## config.mk

```make
export PLATFORM = sky130hd
export DESIGN_NAME = instruction_fetch_unit_flat
export DESIGN_NICKNAME = d
export VERILOG_FILES = /design/src/rtl/instruction_fetch_unit_if.sv /design/src/rtl/instruction_fetch_unit.sv /design/src/flat_wrapper.sv
export SDC_FILE = /design/constraint.sdc
export NUM_CORES = 1
export LEC_CHECK = 0
export ABC_CLOCK_PERIOD_IN_PS = 4100
export CORE_MARGIN = 2
export CORE_UTILIZATION = 30
export CTS_CLUSTER_SIZE = 16
export DETAILED_ROUTE_END_ITERATION = 7
export RECOVER_POWER = 25
export SLEW_MARGIN = 5
export SYNTH_ARGS = -nofsm -noshare
export SYNTH_HDL_FRONTEND = slang
export SYNTH_SLANG_ARGS = --single-unit
```

## constraint.sdc

```tcl
create_clock -name clk -period 4.1 [get_ports clk]
set_input_delay 1.025 -clock clk [delete_from_list [all_inputs] [get_ports clk]]
set_output_delay 1.025 -clock clk [all_outputs]
set_load 0.03 [all_outputs]
```

## src/rtl/instruction_fetch_unit_if.sv

```systemverilog
// Instruction stream handshake between the fetch unit (master) and the decode stage (slave).
interface instruction_fetch_unit_if #(
   parameter int unsigned INSTR_W = 16,
   parameter int unsigned ADDR_W  = 4
);
   logic               instr_valid;
   logic               instr_ready;
   logic [INSTR_W-1:0] instr_data;
   logic [ADDR_W-1:0]  instr_addr;

   modport master (
      output instr_valid,
      output instr_data,
      output instr_addr,
      input  instr_ready
   );

   modport slave (
      input  instr_valid,
      input  instr_data,
      input  instr_addr,
      output instr_ready
   );
endinterface

```

## src/rtl/instruction_fetch_unit.sv

```systemverilog
// Instruction store plus sequencer: loads a program, then streams it out under valid/ready until a halt opcode.
// Optional feature: define IFU_JUMP_EN to honour jump_valid/jump_addr redirects during a run.
module instruction_fetch_unit #(
   parameter int unsigned     INSTR_W     = 16,
   parameter int unsigned     DEPTH       = 16,
   parameter int unsigned     ADDR_W      = $clog2(DEPTH),
   parameter int unsigned     OPC_W       = 4,
   parameter logic [OPC_W-1:0] HALT_OPCODE = 4'hF
) (
   input  logic                   clk,
   input  logic                   rst_n,
   input  logic                   load_en,
   input  logic [ADDR_W-1:0]      load_addr,
   input  logic [INSTR_W-1:0]     load_data,
   input  logic                   start,
   input  logic [ADDR_W-1:0]      start_addr,
   input  logic                   stop,
   input  logic                   jump_valid,
   input  logic [ADDR_W-1:0]      jump_addr,
   instruction_fetch_unit_if.master instr,
   output logic                   busy,
   output logic                   halted
);

   typedef enum logic [1:0] {
      S_IDLE  = 2'd0,
      S_FETCH = 2'd1,
      S_DRAIN = 2'd2,
      S_HALT  = 2'd3
   } state_t;

   logic [INSTR_W-1:0] mem [DEPTH];

   state_t             state, state_d;
   logic [ADDR_W-1:0]  pc, pc_d;
   logic               valid_q, valid_d;
   logic [INSTR_W-1:0] data_q, data_d;
   logic [ADDR_W-1:0]  addr_q, addr_d;
   logic               busy_d, halted_d;
   logic               mem_we;
   logic               out_free;
   logic [INSTR_W-1:0] rd_word;

   assign out_free = !valid_q || instr.instr_ready;
   assign rd_word  = mem[pc];

   assign instr.instr_valid = valid_q;
   assign instr.instr_data  = data_q;
   assign instr.instr_addr  = addr_q;

`ifndef IFU_JUMP_EN
   logic unused_jump;
   assign unused_jump = ^{jump_valid, jump_addr};
`endif

   // Program store: survives reset, writable only while no run is active.
   always_ff @(posedge clk) begin
      if (mem_we) mem[load_addr] <= load_data;
   end

   always_ff @(posedge clk) begin
      if (!rst_n) begin
         state   <= S_IDLE;
         pc      <= '0;
         valid_q <= 1'b0;
         data_q  <= '0;
         addr_q  <= '0;
         busy    <= 1'b0;
         halted  <= 1'b0;
      end else begin
         state   <= state_d;
         pc      <= pc_d;
         valid_q <= valid_d;
         data_q  <= data_d;
         addr_q  <= addr_d;
         busy    <= busy_d;
         halted  <= halted_d;
      end
   end

   always_comb begin
      state_d = state;
      pc_d    = pc;
      valid_d = valid_q;
      data_d  = data_q;
      addr_d  = addr_q;
      mem_we  = 1'b0;

      case (state)
         S_IDLE, S_HALT: begin
            mem_we = load_en;
            if (start) begin
               pc_d    = start_addr;
               state_d = S_FETCH;
            end
         end
         S_FETCH: begin
            if (out_free) begin
               data_d  = rd_word;
               addr_d  = pc;
               valid_d = 1'b1;
               // A halt word is presented but the pc parks on it until it drains.
               if (rd_word[INSTR_W-1 -: OPC_W] == HALT_OPCODE) state_d = S_DRAIN;
               else                                           pc_d    = pc + ADDR_W'(1);
            end
         end
         S_DRAIN: begin
            if (valid_q && instr.instr_ready) begin
               valid_d = 1'b0;
               state_d = S_HALT;
            end
         end
         default: state_d = S_IDLE;
      endcase

`ifdef IFU_JUMP_EN
      // Redirect flushes the output register, accepted or not.
      if (jump_valid && (state == S_FETCH || state == S_DRAIN)) begin
         pc_d    = jump_addr;
         valid_d = 1'b0;
         state_d = S_FETCH;
      end
`endif

      if (stop) begin
         state_d = S_IDLE;
         valid_d = 1'b0;
      end

      busy_d   = (state_d == S_FETCH) || (state_d == S_DRAIN);
      halted_d = (state_d == S_HALT);
   end

endmodule
```

## src/flat_wrapper.sv

```systemverilog
// flat-port wrapper written by rule: the top's interface ports become plain ports
module instruction_fetch_unit_flat 
#(
   parameter int unsigned     INSTR_W     = 16,
   parameter int unsigned     DEPTH       = 16,
   parameter int unsigned     ADDR_W      = $clog2(DEPTH),
   parameter int unsigned     OPC_W       = 4,
   parameter logic [OPC_W-1:0] HALT_OPCODE = 4'hF
)
  (clk, rst_n, load_en, load_addr, load_data, start, start_addr, stop, jump_valid, jump_addr, busy, halted, instr_instr_valid, instr_instr_data, instr_instr_addr, instr_instr_ready);
  instruction_fetch_unit_if #(.INSTR_W(INSTR_W), .ADDR_W(ADDR_W)) instr_i ();
  input  logic clk;
  input  logic rst_n;
  input  logic load_en;
  input  logic [ADDR_W-1:0] load_addr;
  input  logic [INSTR_W-1:0] load_data;
  input  logic start;
  input  logic [ADDR_W-1:0] start_addr;
  input  logic stop;
  input  logic jump_valid;
  input  logic [ADDR_W-1:0] jump_addr;
  output logic busy;
  output logic halted;
  output wire logic [$bits(instr_i.instr_valid)-1:0] instr_instr_valid;
  output wire logic [$bits(instr_i.instr_data)-1:0] instr_instr_data;
  output wire logic [$bits(instr_i.instr_addr)-1:0] instr_instr_addr;
  input wire logic [$bits(instr_i.instr_ready)-1:0] instr_instr_ready;
  assign instr_instr_valid = instr_i.instr_valid;
  assign instr_instr_data = instr_i.instr_data;
  assign instr_instr_addr = instr_i.instr_addr;
  assign instr_i.instr_ready = instr_instr_ready;
  instruction_fetch_unit #(.INSTR_W(INSTR_W), .DEPTH(DEPTH), .ADDR_W(ADDR_W), .OPC_W(OPC_W), .HALT_OPCODE(HALT_OPCODE)) u_core (.clk(clk), .rst_n(rst_n), .load_en(load_en), .load_addr(load_addr), .load_data(load_data), .start(start), .start_addr(start_addr), .stop(stop), .jump_valid(jump_valid), .jump_addr(jump_addr), .instr(instr_i), .busy(busy), .halted(halted));
endmodule
```

==> flow_summary_export.csv <==
group,metric,value,unit
outcome,status,"finished, final reports clean",
logic_synthesis,synth_ff_type,"edfxtp_1",
sta,max_slew_margin,50.70,%
sta,finalHoldViolCount,0,
sta,setup_tns,0,ns
sta,setup_violations,0,
clock_network,cts_made_buffers,28,
routing,remaining_drc_errors,0,
cells_and_area,drive_gt1_share,20.27,%
logic_synthesis,syn-cell-area,11230,um^2
placed_design,placed_cell_area,12350,um^2
sta,worst_pin_slew,0.7395,ns
routing,vias,5421,
logic_synthesis,synth_mux_area_share,16.06,%
sta,rsz0062_at_grt,"no",
critical_path,end_kind,"flop",
clock_network,insertion_delay,0.53,ns
critical_path,cp_slowest_stage_delay,0.78,ns
sta,period_share,72.46,%
routing,vias_per_cell,4.823,
power_and_ir_drop,pwr-share-seq,54.7,%
power_and_ir_drop,p_sw_share,21.34,%
power_and_ir_drop,irDropWorstVdd,0.2909,mV
clock_network,root_buffer,"clkbuf_16",
logic_synthesis,synth-simple-area-share,4.634,%
clock_network,tritoncts,"built",
grt,track_usage,11.93,%
floorplan,initial_core_util,30.54,%
clock_network,clock_sinks,289,
critical_path,arrival,3.39,ns
sta,slew_violations,0,
cells_and_area,utilization,35.77,%
critical_path,criticalPathCategory,"reg -> reg",
routing,drtIter0Drc,427,
power_and_ir_drop,power,6.046,mW
routing,route.met2.wl,11500,um
power_and_ir_drop,pwr_density_cell,459.5,nW/um^2
floorplan,dieWidth,197.5,um
logic_synthesis,synth.most_common_cell,"edfxtp_1",
critical_path,cp.required,4.52,ns
placed_design,portBuffers,52,
logic_synthesis,async_flop_share,0,%
power_and_ir_drop,clkPwrFrac,37.8,%
logic_synthesis,synth_nets,598,
critical_path,crit_fanout,34,
sta,whs,0.4520,ns
logic_synthesis,syn_avg_cell_area,20.13,um^2
clock_network,clk_pin_slew,0.06,ns
placed_design,routabilityCongestion,0.7248,
logic_synthesis,synth_cells,558,
logic_synthesis,synth-seq-cells,289,
cells_and_area,fin_area,13160,um^2
routing,wire_per_inst,20.61,um
logic_synthesis,synth-compound-area-share,2.228,%
routing,routedLengthMet1,10260,um
routing,antenna_left,0,
logic_synthesis,synth_common_cells,"edfxtp_1 (256), mux4_2 (57), nand2_1 (53), dfxtp_1 (33), a21oi_1 (25)",
routing,drt-pass1-iter-count,8,
power_and_ir_drop,switching_power,1.291,mW
critical_path,critPathLaunchType,"flop",
placed_design,dp.cells,1075,
logic_synthesis,yosysSeqAreaShare,74.31,%
grt,grt_pass1_wl,34720,um
logic_synthesis,synth_top_area_share,68.43,%
routing,dr.max_layer_used,"met5",
logic_synthesis,synth.distinct_cells,40,
logic_synthesis,synth_top_family_by_area,"multiplexers",
floorplan,die_area,39010,um^2
cells_and_area,final_cells,1124,
logic_synthesis,synth_largest_area_cell,"edfxtp_1",
floorplan,die_y,197.5,um
floorplan,ios,58,
logic_synthesis,synth_edf_count,256,
sta,min_period,2.971,ns
power_and_ir_drop,combPwrFrac,7.5,%
floorplan,rows,70,
logic_synthesis,yosysWarnings,0,
logic_synthesis,synth_area_leaders,"edfxtp_1 (68%), mux4_2 (11%), dfxtp_1 (5.9%)",
floorplan,coreArea,36790,um^2
logic_synthesis,synth_xor_area_share,0,%
sta,setup_ws,1.129,ns
placed_design,preCtsSetupSlack,0.9808,ns
worst_hold_path,hp-class,"reg -> reg",
routing,wl_met3,1094,um
cells_and_area,antenna_cells,0,
grt,grt_antenna_before_repair,1,
power_and_ir_drop,p_int,4.756,mW
cells_and_area,syn_to_final_growth,17.13,%
flow_run,max_cap_viol_count,0,
clock_network,htree_levels,1,
placed_design,dp_hpwl,14160,um
clock_network,postCtsSetupRepairBufs,0,
grt,grt_max_degree,35,
critical_path,crit_chain,"mux4_1, a22oi_1, nand3_1, nand4_2, o211ai_1, a21oi_1, ha_1, and2_1",
clock_network,ctsLongestPathBuffers,3,
grt,grt.overflow.total,0,
grt,grt_pass1_vias,5547,
sta,fmax,336.6,MHz
power_and_ir_drop,p_leak,4.065,nW
clock_network,cts_hold_buf,0,
cells_and_area,fin_nets,677,
routing,wl,23160,um
clock_network,cts_resized,0,
logic_synthesis,yosys.area_share.adder,0.5569,%
critical_path,cp_slowest_cell,"dfxtp_4",
sta,finalClockSkew,0.01000,ns
==> kinds of logic (layout without fill, tap and decap cells) <==
family,count (synthesis),count (layout)
fa+ha+maj,5,5
mux,78,78
buf+inv,31,129
compound gates,43,43
flops,289,289
simple gates,112,112
==> sequential cells by signal (all words and copies together) (netlist names), named ones only <==
name,count
u_core.mem,256
u_core.instr.instr_data,16
u_core.instr.instr_addr,4
u_core.pc,4
u_core.state,2
u_core.busy,1
u_core.halted,1
u_core.instr.instr_valid,1
==> final cells by class <==
class	count	area, um^2
multi-input cells	238	2688
clock buffers	38	759.5
clock inverters	11	47.55
inverters	5	18.77
fillers	3399	23630
flip-flops and latches	289	8353
repair buffers	75	705.7
well taps	468	585.6
==> per-layer routing <==
layer  vias to the layer above  track usage (%)
met3                        27            2.373
met5                         -                0
li1                       2433                -
met4                         2            2.590
met1                      2827            16.10
met2                       132            19.99
==> power by group through the flow <==
stage          sequential, mW  clock [mW]  combinational (mW)
2_1_floorplan            3.35           0               0.309
3_3_place_gp             3.37           0               0.456
3_5_place_dp             3.37           0               0.461
4_1_cts                  3.31        2.35               0.462
5_1_grt                  3.31        2.47               0.488
6_report                 3.31        2.29               0.453
==> layout by cell type, fill, tap and decap left out, types with 2 or more instances in the layout <==
master	instances
clkbuf_16	29
dlygate4sd3_1	11
nor3_2	4
clkdlybuf4s50_1	41
buf_4	22
inv_1	5
edfxtp_1	256
mux4_2	57
clkinv_1	8
nor3b_1	2
nor2_2	12
ha_1	5
a21oi_1	25
nor2b_1	4
o31a_1	3
clkbuf_1	9
and3_1	3
a31oi_1	2
nor2_1	8
dfxtp_1	31
nand3_1	8
nand3b_1	2
a22oi_1	4
mux4_1	19
nand2_1	53
clkinv_2	2
nand2b_1	6
and2_1	3
nand4b_1	2
o21ai_0	5
==> final timing paths <==
path	startpoint	end	slack, ns	cells after the start
hold / removal	u_core.instr.instr_data[7]	u_core.instr.instr_data[7]	0.45	2
setup reg to reg	flop	u_core.busy	1.13	8
hold reg to reg	u_core.instr.instr_data[7]	u_core.instr.instr_data[7]	0.45	2
setup / recovery	flop	u_core.busy	1.13	8
==> critical path: cells and delay by family, from the launching register on <==
kind | cells | cell delay [ns]
and+or+nand+nor | 3 | 0.59
muxes | 1 | 0.68
adders and majority gates | 1 | 0.24
DFF | 1 | 0.78
AOI/OAI and AO/OA | 3 | 0.53
No activity file was read; power rests on OpenSTA's default activity.
